`src/rtl/alu_wb_buffer.sv`:
```
// Pairs the ALU's registered result with its issue trans_id and queues it for writeback.
// Optional same-cycle forwarding into an empty buffer: define ALU_WB_BYPASS_EN.
module alu_wb_buffer #(
  parameter int unsigned XLEN          = 64,
  parameter int unsigned TRANS_ID_BITS = 3,
  parameter int unsigned DEPTH         = 4
) (
  input  logic                     clk_i,
  input  logic                     rst_i,
  input  logic                     flush_i,
  input  logic                     alu_valid_i,
  input  logic [TRANS_ID_BITS-1:0] alu_trans_id_i,
  output logic                     alu_ready_o,
  input  logic [XLEN-1:0]          alu_result_i,
  input  logic                     alu_branch_res_i,
  output logic                     wb_valid_o,
  output logic [TRANS_ID_BITS-1:0] wb_trans_id_o,
  output logic [XLEN-1:0]          wb_result_o,
  output logic                     wb_branch_res_o,
  input  logic                     wb_ready_i,
  output logic [$clog2(DEPTH):0]   count_o
);
  localparam int unsigned PTR_W = $clog2(DEPTH);
  localparam int unsigned CNT_W = PTR_W + 1;

  typedef struct packed {
    logic [XLEN-1:0]          result;
    logic                     branch_res;
    logic [TRANS_ID_BITS-1:0] trans_id;
  } entry_t;

  entry_t                   r_mem [DEPTH];
  logic [PTR_W-1:0]         r_wr_ptr;
  logic [PTR_W-1:0]         r_rd_ptr;
  logic [CNT_W-1:0]         r_count;
  logic                     r_s1_valid;
  logic [TRANS_ID_BITS-1:0] r_s1_id;

  entry_t           w_in_entry;
  entry_t           w_head;
  logic             w_empty;
  logic             w_accept;
  logic             w_push;
  logic             w_fifo_pop;
  logic             w_bypass;
  logic [CNT_W-1:0] w_occupancy;

  assign w_empty     = (r_count == '0);
  // NOTE: the op in stage 1 already owns a slot; a same-cycle pop earns no credit,
  // so a push can never find the FIFO full.
  assign w_occupancy = r_count + CNT_W'(r_s1_valid);
  assign alu_ready_o = (w_occupancy < CNT_W'(DEPTH));
  assign w_accept    = alu_valid_i & alu_ready_o & ~flush_i;
  assign w_in_entry  = '{result: alu_result_i, branch_res: alu_branch_res_i, trans_id: r_s1_id};

`ifdef ALU_WB_BYPASS_EN
  assign w_bypass = w_empty & r_s1_valid & ~flush_i;
`else
  assign w_bypass = 1'b0;
`endif

  // A forwarded entry taken by writeback in the same cycle never enters storage.
  assign w_push     = r_s1_valid & ~flush_i & ~(w_bypass & wb_ready_i);
  assign w_fifo_pop = ~w_empty & wb_ready_i & ~flush_i;
  assign w_head     = w_bypass ? w_in_entry : r_mem[r_rd_ptr];

  assign wb_valid_o      = ~w_empty | w_bypass;
  assign wb_trans_id_o   = w_head.trans_id;
  assign wb_result_o     = w_head.result;
  assign wb_branch_res_o = w_head.branch_res;
  assign count_o         = r_count;

  always_ff @(posedge clk_i or posedge rst_i) begin
    if (rst_i) begin
      r_s1_valid <= 1'b0;
      r_s1_id    <= '0;
      r_wr_ptr   <= '0;
      r_rd_ptr   <= '0;
      r_count    <= '0;
    end else if (flush_i) begin
      r_s1_valid <= 1'b0;
      r_wr_ptr   <= '0;
      r_rd_ptr   <= '0;
      r_count    <= '0;
    end else begin
      r_s1_valid <= w_accept;
      if (w_accept) r_s1_id <= alu_trans_id_i;
      if (w_push) r_wr_ptr <= r_wr_ptr + PTR_W'(1);
      if (w_fifo_pop) r_rd_ptr <= r_rd_ptr + PTR_W'(1);
      case ({w_push, w_fifo_pop})
        2'b10:   r_count <= r_count + CNT_W'(1);
        2'b01:   r_count <= r_count - CNT_W'(1);
        default: r_count <= r_count;
      endcase
    end
  end

  // NOTE: storage is reset so the head fields read as zero straight out of reset.
  always_ff @(posedge clk_i or posedge rst_i) begin
    if (rst_i) begin
      for (int i = 0; i < DEPTH; i++) r_mem[i] <= '0;
    end else if (w_push) begin
      r_mem[r_wr_ptr] <= w_in_entry;
    end
  end

  a_no_overflow: assert property (@(posedge clk_i) disable iff (rst_i)
    !(w_push && (r_count == CNT_W'(DEPTH))));
  a_no_underflow: assert property (@(posedge clk_i) disable iff (rst_i)
    !(w_fifo_pop && w_empty));

endmodule

```
`config.mk`:
```
export PLATFORM = sky130hd
export DESIGN_NAME = alu_wb_buffer
export DESIGN_NICKNAME = d
export VERILOG_FILES = /design/src/rtl/alu_wb_buffer.sv
export SDC_FILE = /design/constraint.sdc
export NUM_CORES = 1
export LEC_CHECK = 0
export ABC_AREA = 1
export ABC_CLOCK_PERIOD_IN_PS = 9200
export BUFFER_PORTS_ARGS = -buffer_cell sky130_fd_sc_hd__buf_2
export CAP_MARGIN = 20
export CELL_PAD_IN_SITES_DETAIL_PLACEMENT = 1
export CELL_PAD_IN_SITES_GLOBAL_PLACEMENT = 1
export CORE_MARGIN = 1.5
export CORE_UTILIZATION = 40
export CTS_CLUSTER_DIAMETER = 120
export DETAILED_ROUTE_END_ITERATION = 6
export HOLD_SLACK_MARGIN = 0.03
export PLACE_DENSITY = 0.83
export SYNTH_ARGS = -nofsm -noshare
export SYNTH_HDL_FRONTEND = slang
export SYNTH_SLANG_ARGS = --single-unit
```
`constraint.sdc`:
```
create_clock -name clk_i -period 9.2 [get_ports clk_i]
set_clock_uncertainty 0.05 [all_clocks]
set_input_delay 1.38 -clock clk_i [delete_from_list [all_inputs] [get_ports clk_i]]
set_output_delay 1.38 -clock clk_i [all_outputs]
set_load 0.02 [all_outputs]
```
### After elaboration in Yosys (flattened, before gate mapping)

Index checks and enable logic that the tools add are counted.

* bits of input ports: 73
* logic and storage cells: 56
* register bits after elaboration: 283

* eq/ne operators: 2
* reduce and logical (&&, ||, !) cells: 6
* add/subtract/negate cells: 5
* order comparisons: 4
* bitwise operators: 9
* mux-type cells: 13

Operators with widths (count)
* 272-bit bitwise mux: 1
* 68-bit two-way mux: 3
* 68-bit binary-select mux with 2-bit select: 1
* 68-bit demux with 2-bit select: 1
* 2-bit two-way mux: 4
* 3-bit greater-or-equal comparator, second input constant: 2
* 2-bit inverter with 3-bit output: 2
* 3-bit case mux with 2 select lines: 1
* 1-bit AND: 5
* 2-bit by 1-bit adder with 2-bit output, second input constant: 2
* 2-bit nonzero test: 2
* 3-bit by 1-bit adder with 3-bit output: 1
* 3-bit by 1-bit adder with 3-bit output, second input constant: 1
* 3-bit zero test: 1
* 3-bit by 1-bit < comparator with 1-bit output, second input constant: 1
* 3-bit < comparator, second input constant: 1
* 3-bit two-way mux: 1
* 3-bit nonzero test: 1
* 3-bit by 1-bit subtractor with 3-bit output, second input constant: 1
* 2-bit by 1-bit equality test with 1-bit output, second input constant: 1
* 2-bit equality test, second input constant: 1
* 1-bit inverter: 2
* 2-bit AND reduction: 1
* 1-bit logical AND: 1
* 1-bit two-way mux: 1

### Longest topological paths before layout

Gate-level depths: netlist of run 1.

* depth in word-level cells: 7
* mapped depth: 11

### Worst setup path after synthesis of run 1

OpenSTA, ideal clock, no wires.

* kind: register to output
* start: register r_rd_ptr[0]
* end: output port wb_result_o[19]
* arrival: 1.312 ns
* cell stages (with the launch flop): 6
* setup slack: 6.458 ns
* data required time: 7.770 ns
* cell sequence: dfrtp_1 > inv_1 > buf_2 > buf_1 > nor2_1 > o22ai_1

* cells in the longest elaborated chain, start to end: 4

Ends and longest elaborated chain
* start: declaration: line 34 `logic [PTR_W-1:0] r_rd_ptr;`
* start signal: assignment: line 89 `if (w_fifo_pop) r_rd_ptr <= r_rd_ptr + PTR_W'(1);`
* 2-bit inverter with 3-bit output (implied by the code): line 65 `assign w_head = w_bypass ? w_in_entry : r_mem[r_rd_ptr];`
* 68-bit binary-select mux with 2-bit select: line 65
* 68-bit two-way mux (implied by the code) (2 in a row): line 65
* end: declaration: line 18 `output logic [XLEN-1:0] wb_result_o,`

No other way between the ends. The select of a mux whose other input is x is not followed.

### Worst setup path after layout of run 1

* start: register r_rd_ptr[0]
* end: output port wb_result_o[42]

The elaborated chain is that of the path after synthesis.

==> results of run 1 <==
layer usage:
metal / routed length, um / vias to the layer above
met3: 1320 / 42
li1: - / 4817
met1: 14800 / 5053
met4: 503 / 2
met2: 16300 / 156
met5: 12 / -
cells in the mapped netlist:
cell                       count  area, um^2
sky130_fd_sc_hd__a21oi_1       3        15.0
sky130_fd_sc_hd__xor2_1        2        17.5
sky130_fd_sc_hd__clkbuf_1     58         218
sky130_fd_sc_hd__o21ai_1     170         851
sky130_fd_sc_hd__buf_6        20         225
sky130_fd_sc_hd__dfrtp_1     283        7080
sky130_fd_sc_hd__o21ai_0     240        1200
sky130_fd_sc_hd__nand2_4       4        45.0
sky130_fd_sc_hd__nand4_1       6        37.5
sky130_fd_sc_hd__buf_1         1        3.75
sky130_fd_sc_hd__nor2_8        1        20.0
sky130_fd_sc_hd__inv_1        80         300
sky130_fd_sc_hd__o22ai_1      68         425
sky130_fd_sc_hd__nor2_1      139         522
sky130_fd_sc_hd__inv_2         1        3.75
sky130_fd_sc_hd__ha_1          4        50.1
sky130_fd_sc_hd__nand2_1     294        1100
sky130_fd_sc_hd__buf_2        19        95.1
sky130_fd_sc_hd__fa_1          1        20.0
sky130_fd_sc_hd__nand3_1       5        25.0
sky130_fd_sc_hd__buf_4         3        22.5
critical path, cell delays in order, from the launching register on:
cell,delay (ps)
sky130_fd_sc_hd__dfrtp_4,750
sky130_fd_sc_hd__inv_4,770
sky130_fd_sc_hd__buf_4,600
sky130_fd_sc_hd__o21ai_0,170
sky130_fd_sc_hd__o22ai_1,250
sky130_fd_sc_hd__buf_2,220
final timing paths:
check                       startpoint               to  cells after the start
max in group asynchronous        rst_i      r_rd_ptr[0]                      5
min in group asynchronous        rst_i       r_mem[264]                      2
hold / removal              r_mem[134]       r_mem[134]                      2
setup / recovery           r_rd_ptr[0]  wb_result_o[42]                      5
setup reg to reg           r_rd_ptr[0]      r_rd_ptr[0]                      6
hold reg to reg             r_mem[134]       r_mem[134]                      2
layout make-up:
| class | instances | area (um^2) | share of cell area, % |
|---|---|---|---|
| clock buffer | 47 | 936 | 6.63 |
| inverter | 81 | 310 | 2.20 |
| timing repair buffer | 159 | 863 | 6.12 |
| clock inverter | 8 | 92.6 | 0.656 |
| multi-input combinational | 937 | 4330 | 30.7 |
| tap | 390 | 488 | 3.46 |
| sequential | 283 | 7090 | 50.2 |
logic make-up after synthesis:
| group | after synthesis | share of synthesized area, % |
|---|---|---|
| flip-flops | 283 | 57.7 |
| buffers and inverters | 182 | 7.07 |
| AO/OA/AOI/OAI | 481 | 20.3 |
| XOR/XNOR | 2 | 0.143 |
| adder cells (fa/ha/maj) | 5 | 0.570 |
| AND/OR/NAND/NOR | 449 | 14.3 |
power by group through the flow:
stage	registers (mW)	logic (mW)	clock network (mW)
floorplan	1.57	0.560	0
global placement	1.61	0.753	0
detailed placement	1.62	0.783	0
CTS	1.60	0.790	1.27
global route	1.63	0.884	1.32
finish	1.61	0.779	1.24
stage by stage:
stage / cells / cell area (um^2)
2_1_floorplan: 1402 / 12300
3_3_place_gp: 1848 / 13000
3_5_place_dp: 1848 / 13000
4_1_cts: 1903 / 14100
5_1_grt: 1905 / 14100
6_report: 1905 / 14100
sequential cells by signal, indices dropped and copies added, names as in the netlist:
register and flops:
r_s1_id 3, count_o 3, r_mem 272, r_rd_ptr 2, r_wr_ptr 2, r_s1_valid 1
==> parameters.txt, run 1 <==
Parameter                              Value

Outcome
  Status ... completed

Critical path
  Crit end category ... output pin
  Arrival time reported for the critical path endpoint ... between 3000 and 4000 ps
  Reg2Reg Setup Slack ... between 6000 and 7000 ps
  Critical Path Fanout Max ... 88
  Critical Path RT ... just under 8000 ps
  Startpoint type of the worst setup path ... flip-flop
  Critical Setup Path Class ... reg2out

Global route
  GR peak layer ... met2
  Met2 usage in global routing ... around 38%
  Via count of the first global-routing pass ... about 11000
  Initial antenna violation count ... 1
  Global-route met3 utilization ... 3.54%
  Maximum number of pins on one net before global-route repair ... 89
  Met1 demand-to-capacity share in global routing ... between 20% and 30%
  Remaining global-route overflow ... 0
  Total global-route track usage ... between 20% and 30%
  Wire length of the first global-routing pass ... 54.2 mm

Power and ir drop
  Clock group share of total power ... approximately a third
  Pwr per Cell Area ... ~260 nW/um^2
  Int Pwr ... approximately 2.5 mW
  Leak pwr ... between 7 and 8 nW
  Proportion of total power due to net switching ... about a third
  Part of the power in combinational logic ... a little over a fifth
  VDD IR-drop max ... between 0.15 and 0.2 mV
  Power, Total ... 3.63 mW
  Sw power ... about 1.1 mW
  Sequential group share of total power ... 44.3%

Drt
  Vias post-DR ... between 10000 and 15000
  Routed length per placed instance ... 17.3 um
  Antenna violation net count after detailed routing ... 0
  Number of remaining DRC errors ... 0
  Number of DRC markers in iteration 0 ... 584
  Vias per inst ... roughly 5.3
  Final wirelength ... around 33 mm
  Initial DRT Pass Iterations ... 5

Clock network
  Gates resized, CTS repair ... 0
  CTS hold repair buffers ... 0
  Number of buffers created by CTS ... 30
  Number of sinks driven by the clock tree ... around 280
  H-tree depth ... 1
  Maximum root-to-sink buffer count ... 3
  Post-CTS setup-driven buffer insertion count ... 0
  CTS tree ... yes
  Master cell of the clock root buffer ... sky130_fd_sc_hd__clkbuf_16
  Insertion delay of the later-clocked pin in the worst-skew pair ... between 500 and 600 ps
  Clock-pin slew on the worst setup and hold paths ... ~60 ps

Final layout
  Number of filler instances in the final layout ... approximately 3600
  Most used cells in the layout excluding fill and tap cells ... sky130_fd_sc_hd__nand2_1, sky130_fd_sc_hd__dfrtp_1, sky130_fd_sc_hd__o21ai_0
  Antenna Cells ... 0
  Share of cells above drive strength 1 ... about 14%
  Final core area utilization ... around 47%
  Synthesis-to-finish area growth ... 14.9%
  Layout Nets ... approximately 1600
  Most common library cell in the layout ignoring fill and taps ... sky130_fd_sc_hd__nand2_1

Floorplan
  Core region area ... around 30000 um^2
  Die Outline Area ... roughly 32000 um^2
  Horizontal die dimension ... about 180 um
  Y dimension of the die ... between 150 and 200 um
  I/O Pins ... about 150
  Num rows ... 63
  Effective utilization at floorplan ... roughly 40%

Min path
  Class of the tightest hold or removal check ... reg2reg

STA
  Final setup violating endpoints ... 0
  Final TNS setup ... 0 ps
  Worst-margin pin slew ... between 800 and 900 ps
  Final hold vios ... 0
  Unrepaired setup endpoints after global routing ... false
  Post-Route Hold Slack ... 431 ps
  Relative slew slack ... around two fifths
  Peak Freq ... approximately 210 MHz
  Worst setup margin ... between 4000 and 5000 ps
  Max Transition Viols Final ... 0
  Clock period minus final worst setup slack ... around 4800 ps
  Tcrit/Tclk final ... about half

Run
  Number of max-capacitance violations reported ... 0

Synth
  Number of warnings issued by yosys ... 0
  Synthesized net count ... ~1500
  Mean cell area of the mapped netlist ... 8.76 um^2
  Combined area of all synthesized cells ... 12300 um^2
  Cell variety after synth ... 21
  Count of state elements after synthesis ... between 200 and 300
  Count of mapped cells out of synthesis ... roughly 1400
  Sequential cell area fraction in the yosys report ... slightly below 60%

Placed design
  Count of buffers inserted at the top-level ports ... 145
  Last weighted congestion value of the routability-driven placer ... around 0.75
  Post-Place Setup Slack ... 4990 ps
  Post-detailed-placement half-perimeter wirelength ... roughly 19 mm
Note: power is estimated with default switching activity, not from simulation.
==> run 2: changes to the inputs <==
- ABC_CLOCK_PERIOD_IN_PS: 9200 -> 4940
- CORE_UTILIZATION: 40 -> 44
- PLACE_DENSITY: 0.83 -> 0.86
- clock period: 9.2 -> 4.94 ns (I/O delays scaled with it)
==> parameters.txt, run 2 (synthesized netlist as in run 1, its figures left out) <==
Parameter                              Value

Run
  Number of max-capacitance violations reported ... 0 (unchanged)

Final layout
  Number of flip-flops under the largest register name ... 272 (unchanged)
  Register ranked first by flip-flop count ... r_mem
  Antenna Cells ... 0 (unchanged)
  Number of cells in the finished layout apart from fillers ... 1889 (-0.84%)
  Share of cells above drive strength 1 ... 14.4% (-0.019 points)
  Most used cells in the layout excluding fill and tap cells ... sky130_fd_sc_hd__nand2_1, sky130_fd_sc_hd__dfrtp_1, sky130_fd_sc_hd__o21ai_0
  Register area ... 7090 um^2 (unchanged)
  Synthesis-to-finish area growth ... 14.6%
  Layout Nets ... 1571 (+0.064%)
  Area of the multi-input gates ... 4330 um^2 (unchanged)
  Number of filler instances in the final layout ... 3281 (-8.3%)
  Most common library cell in the layout ignoring fill and taps ... sky130_fd_sc_hd__nand2_1

STA
  Relative slew slack ... 38.5% (-2.7 points)
  Max Transition Viols Final ... 0 (unchanged)
  Unrepaired setup endpoints after global routing ... false
  Post-Route Hold Slack ... 335 ps (-95.9 ps)
  Final TNS setup ... 0 ps (unchanged)
  Final hold vios ... 0 (unchanged)
  Worst setup margin ... 1090 ps (-3330 ps)
  Tcrit/Tclk final ... just under 80%
  Worst-margin pin slew ... 923 ps (+40.3 ps)
  Clock period minus final worst setup slack ... between 3000 and 4000 ps
  Final setup violating endpoints ... 0 (unchanged)
  Peak Freq ... ~260 MHz

Power and ir drop
  Proportion of total power due to net switching ... 31.7% (+0.28 points)
  Pwr per Cell Area ... 478 nW/um^2 (+86%)
  Leak pwr ... 7.02 nW (about the same)
  Sequential group share of total power ... 44.4% (about the same)
  VDD IR-drop max ... 0.228 mV (+43%)
  Part of the power in combinational logic ... 21.7% (+0.2 points)
  Clock group share of total power ... 33.9% (-0.4 points)
  Int Pwr ... 4.60 mW (+85%)
  Sw power ... 2.13 mW (+87%)

Placed design
  Post-Place Setup Slack ... 1780 ps (-3210 ps)
  Count of buffers inserted at the top-level ports ... 145 (unchanged)
  Post-detailed-placement half-perimeter wirelength ... 19.5 mm (+1.1%)
  Last weighted congestion value of the routability-driven placer ... 0.786 (+4.6%)
  Cell count after placement ... 1833 (-0.81%)

Critical path
  Critical Path RT ... 4150 ps (-3620 ps)
  Critical Setup Path Class ... reg2out
  Arrival time reported for the critical path endpoint ... 3060 ps (-280 ps)
  Origin of the critical flop-to-flop path ... r_rd_ptr[0]
  Critical Path Fanout Max ... 70 (-20%)
  Launching instance or port of the critical path ... r_rd_ptr[0]
  Crit end category ... output pin
  Startpoint type of the worst setup path ... flip-flop

Global route
  Via count of the first global-routing pass ... 10700 (+0.73%)
  Wire length of the first global-routing pass ... 54.7 mm (+0.94%)
  Initial antenna violation count ... 0 (-1)
  Maximum number of pins on one net before global-route repair ... 158 (+78%)
  Total global-route track usage ... 23.4% (+2.3 points)
  Remaining global-route overflow ... 0 (unchanged)

Drt
  Routed length per placed instance ... 17.5 um (+1.2%)
  Number of remaining DRC errors ... 0 (unchanged)
  Final wirelength ... 33.0 mm (+0.34%)
  Antenna violation net count after detailed routing ... 0 (unchanged)
  Vias per inst ... 5.40 (+2.1%)
  Initial DRT Pass Iterations ... 5 (unchanged)
  Vias post-DR ... 10200 (+1.3%)
  Number of DRC markers in iteration 0 ... 738 (+26%)

Clock network
  Maximum root-to-sink buffer count ... 3 (unchanged)
  Gates resized, CTS repair ... 0 (unchanged)
  Master cell of the clock root buffer ... sky130_fd_sc_hd__clkbuf_16
  Insertion delay of the later-clocked pin in the worst-skew pair ... 550 ps (about the same)
  Clock-pin slew on the worst setup and hold paths ... 60 ps (about the same)
  Number of buffers created by CTS ... 30 (unchanged)
  Post-CTS setup-driven buffer insertion count ... 0 (unchanged)
  CTS tree ... yes
  CTS hold repair buffers ... 0 (unchanged)
  Number of sinks driven by the clock tree ... 283 (unchanged)
  H-tree depth ... 1 (unchanged)

Floorplan
  Die Outline Area ... 28900 um^2 (-8.9%)
  Num rows ... 60 (-4.8%)
  Core region area ... 27200 um^2 (-9.3%)
  Effective utilization at floorplan ... 45.2% (+4.2 points)
  Horizontal die dimension ... 170 um (-4.6%)
  Y dimension of the die ... 170 um (-4.6%)
  I/O Pins ... 146 (unchanged)

Outcome
  Status ... completed

Min path
  Class of the tightest hold or removal check ... in2async
[run 2: cell count changes in the layout (fill, tap and decap cells not counted), sizes merged]
cell | previous run | this run
clkinv | 5 | 7
buf | 159 | 160
clkbuf | 47 | 46
[run 2: area by class of cell]
| type | count | area share, % |
|---|---|---|
| sequential | 283 | 50.3 |
| multi-input combinational | 937 | 30.8 |
| clock buffer | 46 | 6.41 |
| timing repair buffer | 160 | 6.22 |
| tap | 372 | 3.31 |
| inverter | 81 | 2.20 |
| clock inverter | 10 | 0.729 |
[run 2: power by group through the flow]
stage | Combinational [mW] | Clock (mW) | Sequential, mW
after floorplan | 1.04 | 0 | 2.93
after global placement | 1.41 | 0 | 3.00
after detailed placement | 1.47 | 0 | 3.02
after CTS | 1.49 | 2.33 | 2.98
after global routing | 1.64 | 2.42 | 3.04
final | 1.46 | 2.28 | 2.99
[run 2: metrics by stage]
step           util [%]  power [mW]  area [um^2]
4_1_cts            51.8        6.80        14100
3_5_place_dp       48.1        4.49        13100
2_1_floorplan         -        3.98        12300
3_3_place_gp       48.1        4.40        13100
6_report           51.8        6.73        14100
5_1_grt            51.8        7.09        14100
[run 2: critical path: stages, from the launching register on]
cell and delay [ps]:
sky130_fd_sc_hd__dfrtp_4 730, sky130_fd_sc_hd__inv_4 660, sky130_fd_sc_hd__buf_12 360, sky130_fd_sc_hd__o21ai_0 160, sky130_fd_sc_hd__o22ai_1 300, sky130_fd_sc_hd__buf_2 230
[run 2: final timing paths]
path                                    to  slack, ps  cells past startpoint
max reg2reg                    r_rd_ptr[0]       2610                      6
max in group asynchronous       r_mem[164]       3730                      3
max                        wb_result_o[59]       1090                      5
min reg2reg                     r_s1_id[2]        430                      2
min                             r_mem[261]        340                      3
min in group clk_i              r_s1_id[0]        400                      3
[run 2: metal layers]
metal  global-route usage (%)  vias to the layer above  share of wire (%)
li1                         -                     4830                  -
met2                     40.7                      219                 49
met5                        0                        -                  0
met1                     30.8                     5098                 45
met4                     5.81                        0                2.0
met3                     3.21                       49                4.6
